===== config.mk =====
export PLATFORM = sky130hd
export DESIGN_NAME = siren_sequencer_flat
export DESIGN_NICKNAME = d
export VERILOG_FILES = /design/src/rtl/siren_sequencer_if.sv /design/src/rtl/siren_sequencer.sv /design/src/flat_wrapper.sv
export SDC_FILE = /design/constraint.sdc
export NUM_CORES = 1
export LEC_CHECK = 0
export ABC_CLOCK_PERIOD_IN_PS = 1900
export CAP_MARGIN = 10
export CORE_MARGIN = 5
export CORE_UTILIZATION = 25
export DETAILED_ROUTE_END_ITERATION = 8
export PLACE_DENSITY = 0.43
export SLEW_MARGIN = 15
export SYNTH_ARGS = -nofsm -noshare
export SYNTH_HDL_FRONTEND = slang
export SYNTH_SLANG_ARGS = --single-unit

===== constraint.sdc =====
create_clock -name clock -period 1.9 [get_ports clock]
set_input_delay 0.38 -clock clock [delete_from_list [all_inputs] [get_ports clock]]
set_output_delay 0.38 -clock clock [all_outputs]
set_load 0.005 [all_outputs]

===== src/rtl/siren_sequencer_if.sv =====
// siren_sequencer_if: level inputs from the alarm controller and the
// registered siren/heartbeat/debug outputs of the siren sequencer.
// The master side is the alarm controller (or a bench); the slave side is
// the sequencer itself.
interface siren_sequencer_if;
    logic       set_in;     // armed level
    logic       alarm_in;   // siren-active level
    logic [2:0] siren;      // RGB drive {R,G,B}
    logic       armed_led;  // heartbeat LED
    logic [1:0] state_o;    // current state for display/debug

    modport master (
        output set_in,
        output alarm_in,
        input  siren,
        input  armed_led,
        input  state_o
    );

    modport slave (
        input  set_in,
        input  alarm_in,
        output siren,
        output armed_led,
        output state_o
    );
endinterface


===== src/rtl/siren_sequencer.sv =====
// siren_sequencer: output stage of the alarm controller. Turns the steady
// armed/alarm levels into a timed RGB strobe, an arming chirp and an armed
// heartbeat, using an internal prescaler that produces one step pulse every
// DIV = CLK_HZ/STEP_HZ clocks.
// Optional feature macro SIREN_CHIRP_EN: when defined, arming passes through
// a CHIRP state that flashes white CHIRP_COUNT times; when undefined, arming
// goes straight to ARMED and CHIRP_COUNT has no effect.
module siren_sequencer #(
    parameter int CLK_HZ      = 100000000,
    parameter int STEP_HZ     = 4,
    parameter int CHIRP_COUNT = 2
) (
    input  logic             clock,
    input  logic             reset,
    siren_sequencer_if.slave bus
);
    localparam int DIV     = CLK_HZ / STEP_HZ;
    localparam int PRESC_W = $clog2(DIV);
    localparam logic [PRESC_W-1:0] PRESC_LAST = PRESC_W'(DIV - 1);

    // Bad configurations are rejected while elaborating rather than
    // producing a silently wrong pattern.
    if ((DIV < 2) || (CHIRP_COUNT < 1) || (CHIRP_COUNT > 7)) begin : g_bad_cfg
        $error("siren_sequencer: DIV must be >= 2 and CHIRP_COUNT within 1..7");
    end

    typedef enum logic [1:0] {
        ST_IDLE  = 2'd0,
        ST_CHIRP = 2'd1,
        ST_ARMED = 2'd2,
        ST_ALARM = 2'd3
    } state_t;

    state_t               state_q, state_d;
    logic [PRESC_W-1:0]   presc_q, presc_d;
    logic [2:0]           step_q, step_d;
    logic                 set_q;
    logic [2:0]           siren_q, siren_d;
    logic                 armed_led_q, armed_led_d;
    logic                 step_pulse;
    logic                 set_rise;
    logic                 state_change;
`ifdef SIREN_CHIRP_EN
    // Step pulses seen in CHIRP; the last one (2*CHIRP_COUNT-th) exits.
    localparam logic [3:0] CHIRP_LAST = 4'(2 * CHIRP_COUNT - 1);
    logic [3:0]           chirp_q, chirp_d;
`endif

    assign step_pulse   = (state_q != ST_IDLE) && (presc_q == PRESC_LAST);
    assign set_rise     = bus.set_in && !set_q;
    assign state_change = (state_d != state_q);

    // Next-state selection, highest priority first; an alarm always wins.
    always_comb begin
        state_d = state_q;
        if (bus.alarm_in) begin
            state_d = ST_ALARM;
        end else if (state_q == ST_ALARM) begin
            state_d = bus.set_in ? ST_ARMED : ST_IDLE;
        end else if (((state_q == ST_CHIRP) || (state_q == ST_ARMED)) && !bus.set_in) begin
            state_d = ST_IDLE;
        end else if ((state_q == ST_IDLE) && set_rise) begin
`ifdef SIREN_CHIRP_EN
            state_d = ST_CHIRP;
`else
            state_d = ST_ARMED;
`endif
        end
`ifdef SIREN_CHIRP_EN
        else if ((state_q == ST_CHIRP) && step_pulse && (chirp_q == CHIRP_LAST)) begin
            state_d = ST_ARMED;
        end
`endif
    end

    // Prescaler and step index restart on every state change so each
    // state's pattern begins from its first step.
    always_comb begin
        presc_d = presc_q;
        step_d  = step_q;
        if (state_change || (state_d == ST_IDLE)) begin
            presc_d = '0;
            step_d  = '0;
        end else begin
            presc_d = (presc_q == PRESC_LAST) ? '0 : presc_q + 1'b1;
            if (step_pulse) begin
                step_d = step_q + 3'd1;
            end
        end
    end

`ifdef SIREN_CHIRP_EN
    // Chirp flash counter, only meaningful while in CHIRP.
    always_comb begin
        chirp_d = chirp_q;
        if (state_change) begin
            chirp_d = '0;
        end else if ((state_q == ST_CHIRP) && step_pulse) begin
            chirp_d = chirp_q + 4'd1;
        end
    end
`endif

    // Output decode from the next state/step so outputs move with the state.
    always_comb begin
        siren_d     = 3'b000;
        armed_led_d = 1'b0;
        case (state_d)
`ifdef SIREN_CHIRP_EN
            ST_CHIRP: siren_d = step_d[0] ? 3'b000 : 3'b111;
`endif
            ST_ARMED: armed_led_d = (step_d == 3'd0);
            ST_ALARM: begin
                case (step_d[1:0])
                    2'd0:    siren_d = 3'b100;
                    2'd2:    siren_d = 3'b001;
                    default: siren_d = 3'b000;
                endcase
            end
            default: ;
        endcase
    end

    // State, counters, edge register and registered outputs.
    always_ff @(posedge clock or posedge reset) begin
        if (reset) begin
            state_q     <= ST_IDLE;
            presc_q     <= '0;
            step_q      <= '0;
            set_q       <= 1'b0;
            siren_q     <= 3'b000;
            armed_led_q <= 1'b0;
`ifdef SIREN_CHIRP_EN
            chirp_q     <= '0;
`endif
        end else begin
            state_q     <= state_d;
            presc_q     <= presc_d;
            step_q      <= step_d;
            set_q       <= bus.set_in;
            siren_q     <= siren_d;
            armed_led_q <= armed_led_d;
`ifdef SIREN_CHIRP_EN
            chirp_q     <= chirp_d;
`endif
        end
    end

    assign bus.siren     = siren_q;
    assign bus.armed_led = armed_led_q;
    assign bus.state_o   = state_q;
endmodule


===== src/flat_wrapper.sv =====
// flat-port wrapper written by rule: the top's interface ports become plain ports
module siren_sequencer_flat 
#(
    parameter int CLK_HZ      = 100000000,
    parameter int STEP_HZ     = 4,
    parameter int CHIRP_COUNT = 2
)
  (clock, reset, bus_set_in, bus_alarm_in, bus_siren, bus_armed_led, bus_state_o);
  siren_sequencer_if bus_i ();
  input  logic clock;
  input  logic reset;
  input wire logic [$bits(bus_i.set_in)-1:0] bus_set_in;
  input wire logic [$bits(bus_i.alarm_in)-1:0] bus_alarm_in;
  output wire logic [$bits(bus_i.siren)-1:0] bus_siren;
  output wire logic [$bits(bus_i.armed_led)-1:0] bus_armed_led;
  output wire logic [$bits(bus_i.state_o)-1:0] bus_state_o;
  assign bus_i.set_in = bus_set_in;
  assign bus_i.alarm_in = bus_alarm_in;
  assign bus_siren = bus_i.siren;
  assign bus_armed_led = bus_i.armed_led;
  assign bus_state_o = bus_i.state_o;
  siren_sequencer #(.CLK_HZ(CLK_HZ), .STEP_HZ(STEP_HZ), .CHIRP_COUNT(CHIRP_COUNT)) u_core (.clock(clock), .reset(reset), .bus(bus_i));
endmodule

==> out/metrics.cfg <==
[outcome]
status=finished, violations left
violations=setup timing

[logic_synthesis]
synth-seq-area-share_pct=47.6
synth_adder_area_share_pct=2.80
yosys.area_share.simple_pct=28.8
synth_cells=182
synth_top_family_by_area=simple AND/OR/NAND/NOR gates
synth.net_count=190
synth_edf_count=0
synth_compound_area_share_pct=6.37
ys.flop_type=dfrtp_1
synth_seq_cells=34
yosysWarnings=0
muxShareOfSynthArea_pct=0.560
synth_area_um2=1790
ys_types=41
synth_xor_xnor_area_share_pct=10.8
postSynthAreaPerCell_um2=9.82
async_reset_ff_share_pct=100

[critical_path]
start_kind=register
cp_cell_sequence=or4b_4 > nor4_4 > or2b_1 > a21bo_4 > clkbuf_16 > a21oi_2
slowest_stage=or4b_4
slowest_delay_ps=580
cpLargestDelayFamily=simple AND/OR/NAND/NOR gates
critPathArrivalTime_ps=2210
critPathBufInv=1
crit_type=reg2reg
end_kind=register
crit_fanout=6
cp.required_ps=2070

[drt]
drt_pass1_iterations=4
route.detailed.drc=0
vias=1456
route.met2.wl_um=1980
highest_layer=met4
ant_nets=0
viasPerCell=4.47
dr_wl_met3_um=70
routed_wl_um=4220
drt_iter0_markers=61
wl_per_cell_um=12.9
routedLengthMet1_um=2100

[layout]
drive_gt1_share_pct=35.7
final_cells=326
finalNetCount=239
area_delta_synth_final_pct=46.0
fillers=664
post-route-util_pct=38.0
diodes=0

[worst_hold_path]
min_path_type=in2async

[power]
ir_worst_vdd_mv=0.237
internal-power_mw=1.30
switchingPower_uw=559
p_leak_nw=1.07
pwr-share-seq_pct=41.8
swShare_pct=30.1
clockPowerShare_pct=28.4
combPwrFrac_pct=29.8
power_density_nw_per_um2=712

[clock_tree]
clock_sinks=34
cts_tree=done
clockRootBuffer=clkbuf_8
cts_buffers=5
cts_hold_buf=0
postCtsSetupBuffers=0
clock_path_buffers=2
clkTransAtPathRegs_ps=70
htree_num_levels=2
clk_latency_ps=280

[floorplanning]
dieArea_um2=8940
num_rows=30
pin_count=10
fp.dieH_um=94.6
die_w_um=94.6
start_util_pct=26.0
coreArea_um2=6870

[timing]
rsz0062_at_grt=true
fmax_ghz=0.489
hold_viol_final=0
setup_viol=30
slew_viol_final=0
hold_ws_ps=496
min_period_over_period_pct=108
period_needed_ps=2050
fin_skew_ps=5.13
fin_ws_ps=-146

[placed_design]
numPortBuffers=8
placedCellCount=317
place_congestion=0.733
dp_hpwl_um=2800

[global_routing]
antenna_found_initial=0
grt_max_degree=35
overflow=0
track_usage_pct=9.89
grt_pass1_wl_um=6820
grt_pass1_vias=1419

[job]
drv_cap=0

registers in the layout, summed over array words and instances (netlist names):
signal                flops
u_core.bus.armed_led      1
u_core.bus.siren          2
u_core.bus.state_o        2
u_core.presc_q           25
u_core.set_q              1
u_core.step_q             3
layout make-up:
class | instances | area [um2] | share of cell area (%)
Sequential cell | 34 | 851 | 32.6
Inverter | 8 | 30.0 | 1.15
Clock buffer | 6 | 82.6 | 3.16
Tap cell | 96 | 120 | 4.60
Timing Repair Buffer | 46 | 420 | 16.1
Multi-Input combinational cell | 136 | 1110 | 42.4
layer usage:
metal / vias up / track usage, %
li1: 727 / -
met1: 713 / 14.2
met2: 11 / 14.4
met3: 5 / 2.15
met4: 0 / 3.97
met5: - / 0
placed cells by master (no fill, tap or decap), drive strengths merged, types with 2 or more instances in the layout:
cell type      instances
clkbuf                 8
nor4                   3
nand2b                 4
a21oi                  5
nand3                 12
ha                     4
or3                    4
buf                   36
xnor2                  8
xor2                  14
nand2                 10
and3                   7
nand4                  8
inv                    8
nor4b                  2
o21ai                  2
nor2                  29
nor3                   3
a31oi                  2
dfrtp                 34
clkdlybuf4s50          8
or4b                   2
o31a                   2
power by group through the flow:
stage,combinational (mW),clock (mW),sequential (mW)
after floorplan,0.178,0,0.805
after global placement,0.360,0,0.793
after detailed placement,0.358,0,0.791
after CTS,0.363,0.549,0.778
after global routing,0.603,0.578,0.782
final,0.554,0.529,0.778
stage by stage:
stage | power, mW | TNS (ps) | worst slack, ps | area (um2)
after detailed placement | 1.15 | -6930 | -273 | 2260
after global routing | 1.96 | -5850 | -256 | 2610
final | 1.86 | -3590 | -146 | 2610
after floorplan | 0.983 | -216 | -16.0 | 1810
after global placement | 1.15 | -6030 | -250 | 2260
after CTS | 1.69 | -4140 | -177 | 2380
path summary, 6_finish.rpt:
| path | start | endpoint | slack, ps | cells past startpoint |
|---|---|---|---|---|
| max in group asynchronous | reset | u_core.set_q | 1090 | 3 |
| min in group clock | u_core.presc_q[0] | u_core.presc_q[0] | 570 | 2 |
| setup / recovery | u_core.presc_q[8] | u_core.presc_q[20] | -150 | 6 |
| setup reg to reg | u_core.presc_q[8] | u_core.presc_q[20] | -150 | 6 |
| hold reg to reg | u_core.presc_q[0] | u_core.presc_q[0] | 570 | 2 |
| hold / removal | reset | u_core.presc_q[3] | 500 | 3 |
kinds of logic after synthesis:
group	Yosys count
other cells	1
fa+ha+maj	4
buf+inv	12
simple gates	92
flops	34
xor+xnor	22
compound gates	16
mux	1
cells in the mapped netlist, types with 2 or more instances:
master | instances | area, um2
xnor2_1 | 8 | 70.1
nor4b_1 | 2 | 17.5
a31oi_1 | 2 | 12.5
ha_1 | 4 | 50.1
nand4_1 | 8 | 50.1
nor3_1 | 3 | 15.0
and3_1 | 7 | 43.8
dfrtp_1 | 34 | 851
nand2_1 | 10 | 37.5
a21oi_1 | 5 | 25.0
xor2_1 | 14 | 123
nor2_1 | 29 | 109
inv_1 | 8 | 30.0
nand3_1 | 12 | 60.1
buf_2 | 2 | 10.0
nand2b_1 | 4 | 25.0
o21ai_0 | 2 | 10.0
or3_1 | 3 | 18.8
nor4_1 | 2 | 12.5
o31a_1 | 2 | 17.5
timing repair:
| action | in CTS | in global routing |
|---|---|---|
| resized for setup | 8 | 42 |
| pin swaps | 1 | 23 |
| setup endpoints to repair | 30 | 31 |
| cloned | 0 | 3 |
tightest hold or removal path: cells and delay by family:
family	cells	cell delay, ps
buffers and inverters	3	820
No activity file was read; power rests on OpenSTA's default activity.
